===== config.mk =====
export PLATFORM = sky130hd
export DESIGN_NAME = cmos_backup_engine_flat
export DESIGN_NICKNAME = d
export VERILOG_FILES = /design/src/rtl/cmos_backup_engine_if.sv /design/src/rtl/cmos_backup_engine.sv /design/src/flat_wrapper.sv
export SDC_FILE = /design/constraint.sdc
export NUM_CORES = 1
export LEC_CHECK = 0
export CAP_MARGIN = 10
export CORE_MARGIN = 4
export CORE_UTILIZATION = 47
export CTS_CLUSTER_SIZE = 12
export DETAILED_ROUTE_END_ITERATION = 10
export MAX_ROUTING_LAYER = met4
export PLACE_DENSITY = 0.76
export RECOVER_POWER = 100
export SYNTH_ARGS = -nofsm -noshare
export SYNTH_HDL_FRONTEND = slang
export SYNTH_SLANG_ARGS = --single-unit

===== constraint.sdc =====
create_clock -name clk -period 2.2 [get_ports clk]
set_clock_uncertainty 0.1 [all_clocks]
set_input_delay 0.33 -clock clk [delete_from_list [all_inputs] [get_ports clk]]
set_output_delay 0.33 -clock clk [all_outputs]
set_load 0.01 [all_outputs]

===== src/rtl/cmos_backup_engine_if.sv =====
// Bus bundle for the CMOS backup engine: control, CMOS RAM port and the
// tx/rx byte streams. The engine side uses the master modport; whatever
// surrounds it (RAM, host link, control logic) uses the slave modport.
interface cmos_backup_engine_if #(
  parameter int ADDR_W = 10,
  parameter int DATA_W = 4
);
  // control
  logic                  start_dump;
  logic                  start_load;
  logic                  abort;
  logic                  busy;
  logic                  done;
  // CMOS RAM port
  logic                  ram_cs;
  logic                  ram_we;
  logic [ADDR_W-1:0]     ram_addr;
  logic [DATA_W-1:0]     ram_wdata;
  logic [DATA_W-1:0]     ram_rdata;
  // dump stream (engine -> sink)
  logic [2*DATA_W-1:0]   tx_data;
  logic                  tx_valid;
  logic                  tx_ready;
  // restore stream (source -> engine)
  logic [2*DATA_W-1:0]   rx_data;
  logic                  rx_valid;
  logic                  rx_ready;

  modport master (
    input  start_dump, start_load, abort,
    input  ram_rdata,
    input  tx_ready,
    input  rx_data, rx_valid,
    output busy, done,
    output ram_cs, ram_we, ram_addr, ram_wdata,
    output tx_data, tx_valid,
    output rx_ready
  );

  modport slave (
    output start_dump, start_load, abort,
    output ram_rdata,
    output tx_ready,
    output rx_data, rx_valid,
    input  busy, done,
    input  ram_cs, ram_we, ram_addr, ram_wdata,
    input  tx_data, tx_valid,
    input  rx_ready
  );
endinterface


===== src/rtl/cmos_backup_engine.sv =====
// CMOS backup engine: saves the whole 1024x4 battery-backed RAM as a
// 512-byte stream, or restores it from one. Two nibbles make a byte: the
// low nibble lives at the even address, the high nibble at the odd one.
// Every output is a flop, so the RAM port and handshakes are glitch-free
// and all of them drop immediately on reset.
module cmos_backup_engine #(
  parameter int ADDR_W = 10,
  parameter int DATA_W = 4
) (
  input  logic                 clk,
  input  logic                 reset,
  cmos_backup_engine_if.master bus
);

  localparam int P_W = ADDR_W - 1;
  localparam logic [P_W-1:0] PTR_MAX = '1;
  localparam logic [P_W-1:0] PTR_ONE = {{(P_W-1){1'b0}}, 1'b1};

  typedef enum logic [3:0] {
    IDLE,
    D_RLO,
    D_RHI,
    D_CAP,
    D_SEND,
    L_WAIT,
    L_WLO,
    L_WHI,
    FIN
  } state_t;

  state_t                state_q, state_d;
  logic [P_W-1:0]        ptr_q, ptr_d;
  logic [DATA_W-1:0]     lo_nib_q, lo_nib_d;
  logic [2*DATA_W-1:0]   rx_byte_q, rx_byte_d;

  logic                  busy_q, busy_d;
  logic                  done_q, done_d;
  logic                  ram_cs_q, ram_cs_d;
  logic                  ram_we_q, ram_we_d;
  logic [ADDR_W-1:0]     ram_addr_q, ram_addr_d;
  logic [DATA_W-1:0]     ram_wdata_q, ram_wdata_d;
  logic [2*DATA_W-1:0]   tx_data_q, tx_data_d;
  logic                  tx_valid_q, tx_valid_d;
  logic                  rx_ready_q, rx_ready_d;

  // State register and byte pointer
  always_ff @(posedge clk or posedge reset) begin
    if (reset) begin
      state_q <= IDLE;
      ptr_q   <= '0;
    end else begin
      state_q <= state_d;
      ptr_q   <= ptr_d;
    end
  end

  // Next state and pointer: sequencing of dump/load, abort overrides everything outside IDLE
  always_comb begin
    state_d = state_q;
    ptr_d   = ptr_q;
    unique case (state_q)
      IDLE: begin
        if (bus.start_dump) begin
          state_d = D_RLO;
          ptr_d   = '0;
        end else if (bus.start_load) begin
          state_d = L_WAIT;
          ptr_d   = '0;
        end
      end
      D_RLO:  state_d = D_RHI;
      D_RHI:  state_d = D_CAP;
      D_CAP:  state_d = D_SEND;
      D_SEND: begin
        if (bus.tx_ready) begin
          if (ptr_q == PTR_MAX) begin
            state_d = FIN;
          end else begin
            state_d = D_RLO;
            ptr_d   = ptr_q + PTR_ONE;
          end
        end
      end
      L_WAIT: begin
        if (bus.rx_valid) begin
          state_d = L_WLO;
        end
      end
      L_WLO:  state_d = L_WHI;
      L_WHI: begin
        if (ptr_q == PTR_MAX) begin
          state_d = FIN;
        end else begin
          state_d = L_WAIT;
          ptr_d   = ptr_q + PTR_ONE;
        end
      end
      FIN:    state_d = IDLE;
      default: state_d = IDLE;
    endcase
    if (bus.abort && (state_q != IDLE)) begin
      state_d = IDLE;
      ptr_d   = ptr_q;
    end
  end

  // Output decode from the upcoming state, so each registered output lines up with its state
  always_comb begin
    lo_nib_d    = lo_nib_q;
    rx_byte_d   = rx_byte_q;
    tx_data_d   = tx_data_q;
    busy_d      = (state_d != IDLE);
    done_d      = (state_d == FIN);
    tx_valid_d  = (state_d == D_SEND);
    rx_ready_d  = (state_d == L_WAIT);
    ram_cs_d    = 1'b0;
    ram_we_d    = 1'b0;
    ram_addr_d  = ram_addr_q;
    ram_wdata_d = ram_wdata_q;

    // read data for the even address arrives while the odd read is issued
    if (state_q == D_RHI) begin
      lo_nib_d = bus.ram_rdata;
    end
    // tx_data only changes when a new byte is assembled, never while it is offered
    if ((state_q == D_CAP) && (state_d == D_SEND)) begin
      tx_data_d = {bus.ram_rdata, lo_nib_q};
    end
    if ((state_q == L_WAIT) && (state_d == L_WLO)) begin
      rx_byte_d = bus.rx_data;
    end

    unique case (state_d)
      D_RLO: begin
        ram_cs_d   = 1'b1;
        ram_addr_d = {ptr_d, 1'b0};
      end
      D_RHI: begin
        ram_cs_d   = 1'b1;
        ram_addr_d = {ptr_d, 1'b1};
      end
      L_WLO: begin
        ram_cs_d    = 1'b1;
        ram_we_d    = 1'b1;
        ram_addr_d  = {ptr_d, 1'b0};
        ram_wdata_d = rx_byte_d[DATA_W-1:0];
      end
      L_WHI: begin
        ram_cs_d    = 1'b1;
        ram_we_d    = 1'b1;
        ram_addr_d  = {ptr_d, 1'b1};
        ram_wdata_d = rx_byte_d[2*DATA_W-1:DATA_W];
      end
      default: begin
        ram_cs_d = 1'b0;
      end
    endcase
  end

  // Datapath and output registers
  always_ff @(posedge clk or posedge reset) begin
    if (reset) begin
      lo_nib_q    <= '0;
      rx_byte_q   <= '0;
      busy_q      <= 1'b0;
      done_q      <= 1'b0;
      ram_cs_q    <= 1'b0;
      ram_we_q    <= 1'b0;
      ram_addr_q  <= '0;
      ram_wdata_q <= '0;
      tx_data_q   <= '0;
      tx_valid_q  <= 1'b0;
      rx_ready_q  <= 1'b0;
    end else begin
      lo_nib_q    <= lo_nib_d;
      rx_byte_q   <= rx_byte_d;
      busy_q      <= busy_d;
      done_q      <= done_d;
      ram_cs_q    <= ram_cs_d;
      ram_we_q    <= ram_we_d;
      ram_addr_q  <= ram_addr_d;
      ram_wdata_q <= ram_wdata_d;
      tx_data_q   <= tx_data_d;
      tx_valid_q  <= tx_valid_d;
      rx_ready_q  <= rx_ready_d;
    end
  end

  assign bus.busy      = busy_q;
  assign bus.done      = done_q;
  assign bus.ram_cs    = ram_cs_q;
  assign bus.ram_we    = ram_we_q;
  assign bus.ram_addr  = ram_addr_q;
  assign bus.ram_wdata = ram_wdata_q;
  assign bus.tx_data   = tx_data_q;
  assign bus.tx_valid  = tx_valid_q;
  assign bus.rx_ready  = rx_ready_q;

endmodule

===== src/flat_wrapper.sv =====
// flat-port wrapper written by rule: the top's interface ports become plain ports
module cmos_backup_engine_flat 
#(
  parameter int ADDR_W = 10,
  parameter int DATA_W = 4
)
  (clk, reset, bus_start_dump, bus_start_load, bus_abort, bus_ram_rdata, bus_tx_ready, bus_rx_data, bus_rx_valid, bus_busy, bus_done, bus_ram_cs, bus_ram_we, bus_ram_addr, bus_ram_wdata, bus_tx_data, bus_tx_valid, bus_rx_ready);
  cmos_backup_engine_if #(.ADDR_W(ADDR_W), .DATA_W(DATA_W)) bus_i ();
  input  logic clk;
  input  logic reset;
  input wire logic [$bits(bus_i.start_dump)-1:0] bus_start_dump;
  input wire logic [$bits(bus_i.start_load)-1:0] bus_start_load;
  input wire logic [$bits(bus_i.abort)-1:0] bus_abort;
  input wire logic [$bits(bus_i.ram_rdata)-1:0] bus_ram_rdata;
  input wire logic [$bits(bus_i.tx_ready)-1:0] bus_tx_ready;
  input wire logic [$bits(bus_i.rx_data)-1:0] bus_rx_data;
  input wire logic [$bits(bus_i.rx_valid)-1:0] bus_rx_valid;
  output wire logic [$bits(bus_i.busy)-1:0] bus_busy;
  output wire logic [$bits(bus_i.done)-1:0] bus_done;
  output wire logic [$bits(bus_i.ram_cs)-1:0] bus_ram_cs;
  output wire logic [$bits(bus_i.ram_we)-1:0] bus_ram_we;
  output wire logic [$bits(bus_i.ram_addr)-1:0] bus_ram_addr;
  output wire logic [$bits(bus_i.ram_wdata)-1:0] bus_ram_wdata;
  output wire logic [$bits(bus_i.tx_data)-1:0] bus_tx_data;
  output wire logic [$bits(bus_i.tx_valid)-1:0] bus_tx_valid;
  output wire logic [$bits(bus_i.rx_ready)-1:0] bus_rx_ready;
  assign bus_i.start_dump = bus_start_dump;
  assign bus_i.start_load = bus_start_load;
  assign bus_i.abort = bus_abort;
  assign bus_i.ram_rdata = bus_ram_rdata;
  assign bus_i.tx_ready = bus_tx_ready;
  assign bus_i.rx_data = bus_rx_data;
  assign bus_i.rx_valid = bus_rx_valid;
  assign bus_busy = bus_i.busy;
  assign bus_done = bus_i.done;
  assign bus_ram_cs = bus_i.ram_cs;
  assign bus_ram_we = bus_i.ram_we;
  assign bus_ram_addr = bus_i.ram_addr;
  assign bus_ram_wdata = bus_i.ram_wdata;
  assign bus_tx_data = bus_i.tx_data;
  assign bus_tx_valid = bus_i.tx_valid;
  assign bus_rx_ready = bus_i.rx_ready;
  cmos_backup_engine #(.ADDR_W(ADDR_W), .DATA_W(DATA_W)) u_core (.clk(clk), .reset(reset), .bus(bus_i));
endmodule

==> impl_metrics.env <==
export IMPL_outcome="complete, but fails checks"
export IMPL_violations="setup timing"
export IMPL_wl_mm=6.00
export IMPL_hold_path_class="reg2reg"
export IMPL_synthCells=210
export IMPL_ys_warn_count=0
export IMPL_slew_violations=0
export IMPL_start_util_pct=49.0
export IMPL_diodes=0
export IMPL_worstSkewPairLatency_ns=0.29
export IMPL_synth_area_leaders="dfrtp_1, mux2_4, mux2_2"
export IMPL_gr_usage_met2_pct=28.1
export IMPL_synth_edf_count=0
export IMPL_dieWidth_microns=81.4
export IMPL_crit_type="reg2reg"
export IMPL_r2r_cells=7
export IMPL_clkTransAtPathRegs_ns=0.09
export IMPL_placedInstanceArea_sq_um=3370
export IMPL_crit_fanout=10
export IMPL_gp_congestion=0.877
export IMPL_synth_nets=230
export IMPL_wire_per_inst_microns=16.0
export IMPL_worst_slew_pin_slew_ns=1.18
export IMPL_grt_busiest_layer="met2"
export IMPL_ys_seq_elements=49
export IMPL_layout_drive_gt1_share_pct=37.0
export IMPL_fin_util_pct=69.8
export IMPL_nNetsFinal=324
export IMPL_cp_arrival_ns=2.33
export IMPL_ant_nets=0
export IMPL_die_height_microns=81.4
export IMPL_min_period_ns=2.24
export IMPL_hold_depth=2
export IMPL_seq_area_frac_synth_pct=48.4
export IMPL_fp_coreArea_sq_um=5170
export IMPL_regToRegSetupSlack_ns=-0.04
export IMPL_ys_types=61
export IMPL_synth_area_leader_cell="dfrtp_1"
export IMPL_synthesis_area_sq_um=2530
export IMPL_num_rows=26
export IMPL_clock_sinks=49
export IMPL_die_area_sq_um=6630
export IMPL_grt_pass1_vias=2038
export IMPL_cts_buffers=5
export IMPL_drt_iter0_drc=172
export IMPL_grt_max_degree=50
export IMPL_cts_tree="done"
export IMPL_synthFlopType="dfrtp_1"
export IMPL_setup_slack_ns=-0.0405
export IMPL_vias=2050
export IMPL_cp_data_required_time_ns=2.29
export IMPL_first_pass_iters=4
export IMPL_p_leak_nw=1.75
export IMPL_fin_area_sq_um=3610
export IMPL_grtUsageMet1_pct=27.5
export IMPL_port_buffers=46
export IMPL_cp_start_kind="flop"
export IMPL_cts_root_buf="clkbuf_8"
export IMPL_grt_ovfl_total=0
export IMPL_slew_headroom_pct=21.6
export IMPL_rsz0062_at_grt="true"
export IMPL_grt_use_total_pct=19.5
export IMPL_cts_buffer_depth=2
export IMPL_power_density_nw_per_um2=1100
export IMPL_yosysMostFrequentCell="dfrtp_1"
export IMPL_htreeDepth=2
export IMPL_finalHoldViolCount=0
export IMPL_setup_viol=9
export IMPL_detail_route_drc_violations=0
export IMPL_synth_commonest_cells="dfrtp_1, mux2_2, inv_1, mux2_4"
export IMPL_end_kind="flop"
export IMPL_met3_usage_pct=3.44
export IMPL_area_delta_synth_final_pct=42.5
export IMPL_dpl_hpwl_mm=4.13
export IMPL_antenna_found_initial=0
export IMPL_grt_pass1_wl_mm=9.72
export IMPL_maxCapViolCount=0
export IMPL_synth_top_area_share_pct=48.4
export IMPL_avgSynthCellArea_sq_um=12.1
export IMPL_ir_worst_vdd_uv=534
export IMPL_vias_per_cell=5.47
export IMPL_post_route_period_util_pct=102
export IMPL_async_reset_ff_share_pct=100
export IMPL_max_freq_mhz=446
export IMPL_boundaryPins=47
-- flip-flops by register name, indices dropped and copies added (netlist names) --
signal / count
u_core.bus.ram_addr: 10
u_core.ptr_q: 9
u_core.bus.tx_data: 8
u_core.bus.tx_valid: 1
u_core.bus.ram_we: 1
u_core.bus.ram_wdata: 4
u_core.lo_nib_q: 4
u_core.bus.rx_ready: 1
u_core.bus.done: 1
u_core.rx_byte_q: 4
u_core.bus.busy: 1
u_core.state_q: 4
u_core.bus.ram_cs: 1
-- critical path, cell delays in order, from the launching register on --
cell     delay (ns)
dfrtp_2        0.47
buf_6          0.15
nor4_2         0.31
o21ai_2        0.15
and3_4         0.23
a32oi_4        0.23
buf_12         0.18
mux2_4         0.30
-- what timing repair did --
item,4_1_cts,5_1_grt
endpoints found under the setup margin,22,25
setup buffers,4,5
pin swaps,0,1
resized for setup,14,10
hold buffers,0,0
-- kinds of logic (layout without fill, tap and decap cells) --
group,count (synthesis),count (layout),synth area share [%]
DFF,49,49,48.4
buffers and inverters,22,117,4.74
muxes,25,25,12.9
AOI/OAI and AO/OA,54,54,17.4
xor gates and xnor gates,1,1,0.346
adders and majority gates,1,1,0.494
and+or+nand+nor,58,58,15.7
-- routing by layer --
metal | share of wire (%) | vias to the layer above
met3 | 4.6 | 10
met2 | 47 | 62
met5 | 0 | -
met4 | 1.9 | 0
met1 | 47 | 1000
li1 | - | 978
-- layout by cell type, fill, tap and decap left out, types with 4 or more instances in the layout --
cell / Yosys / final
clkdlybuf4s50_1: 0 / 17
dfrtp_1: 49 / 46
nand2_1: 8 / 8
dlygate4sd3_1: 0 / 29
nor3_1: 9 / 9
inv_1: 12 / 11
o21ai_0: 9 / 7
nor2_1: 6 / 6
buf_4: 2 / 47
a21oi_1: 6 / 5
and3_1: 5 / 4
mux2_2: 13 / 13
clkbuf_8: 0 / 6
mux2_4: 12 / 12
o211ai_1: 8 / 8
-- worst paths after layout --
check | start | end
min | u_core.rx_byte_q[7] | u_core.bus.ram_wdata[3]
max in group asynchronous | reset | u_core.state_q[0]
min in group asynchronous | reset | u_core.ptr_q[5]
max reg2reg | u_core.state_q[0] | u_core.bus.ram_addr[6]
min reg2reg | u_core.rx_byte_q[7] | u_core.bus.ram_wdata[3]
max | u_core.state_q[0] | u_core.bus.ram_addr[6]
-- power by group --
group          leakage [nW]  internal, mW  switching [mW]  total [mW]
combinational          1.05          1.14           0.982        2.12
clock                0.0512         0.255           0.296       0.551
sequential            0.648          1.14           0.145        1.28
-- layout make-up --
cell class / count / area (sq um)
Inverter: 13 / 53.8
Clock inverter: 2 / 13.8
Fill cell: 379 / 1560
Clock buffer: 6 / 82.6
Sequential cell: 49 / 1230
Multi-Input combinational cell: 139 / 1290
Tap cell: 70 / 87.6
Timing Repair Buffer: 96 / 850
-- through the flow --
stage	worst slack (ns)	hold slack (ns)	TNS, ns	total power, mW	cells
2_1_floorplan	-0.0212	0.361	-0.191	2.44	210
3_3_place_gp	-0.349	0.373	-8.37	3.17	358
3_5_place_dp	-0.394	0.391	-9.63	3.20	358
4_1_cts	-0.0194	0.291	-0.140	3.88	370
5_1_grt	-0.136	0.433	-1.38	4.20	375
6_report	-0.0405	0.409	-0.321	3.95	375
No activity file was read; power rests on OpenSTA's default activity.
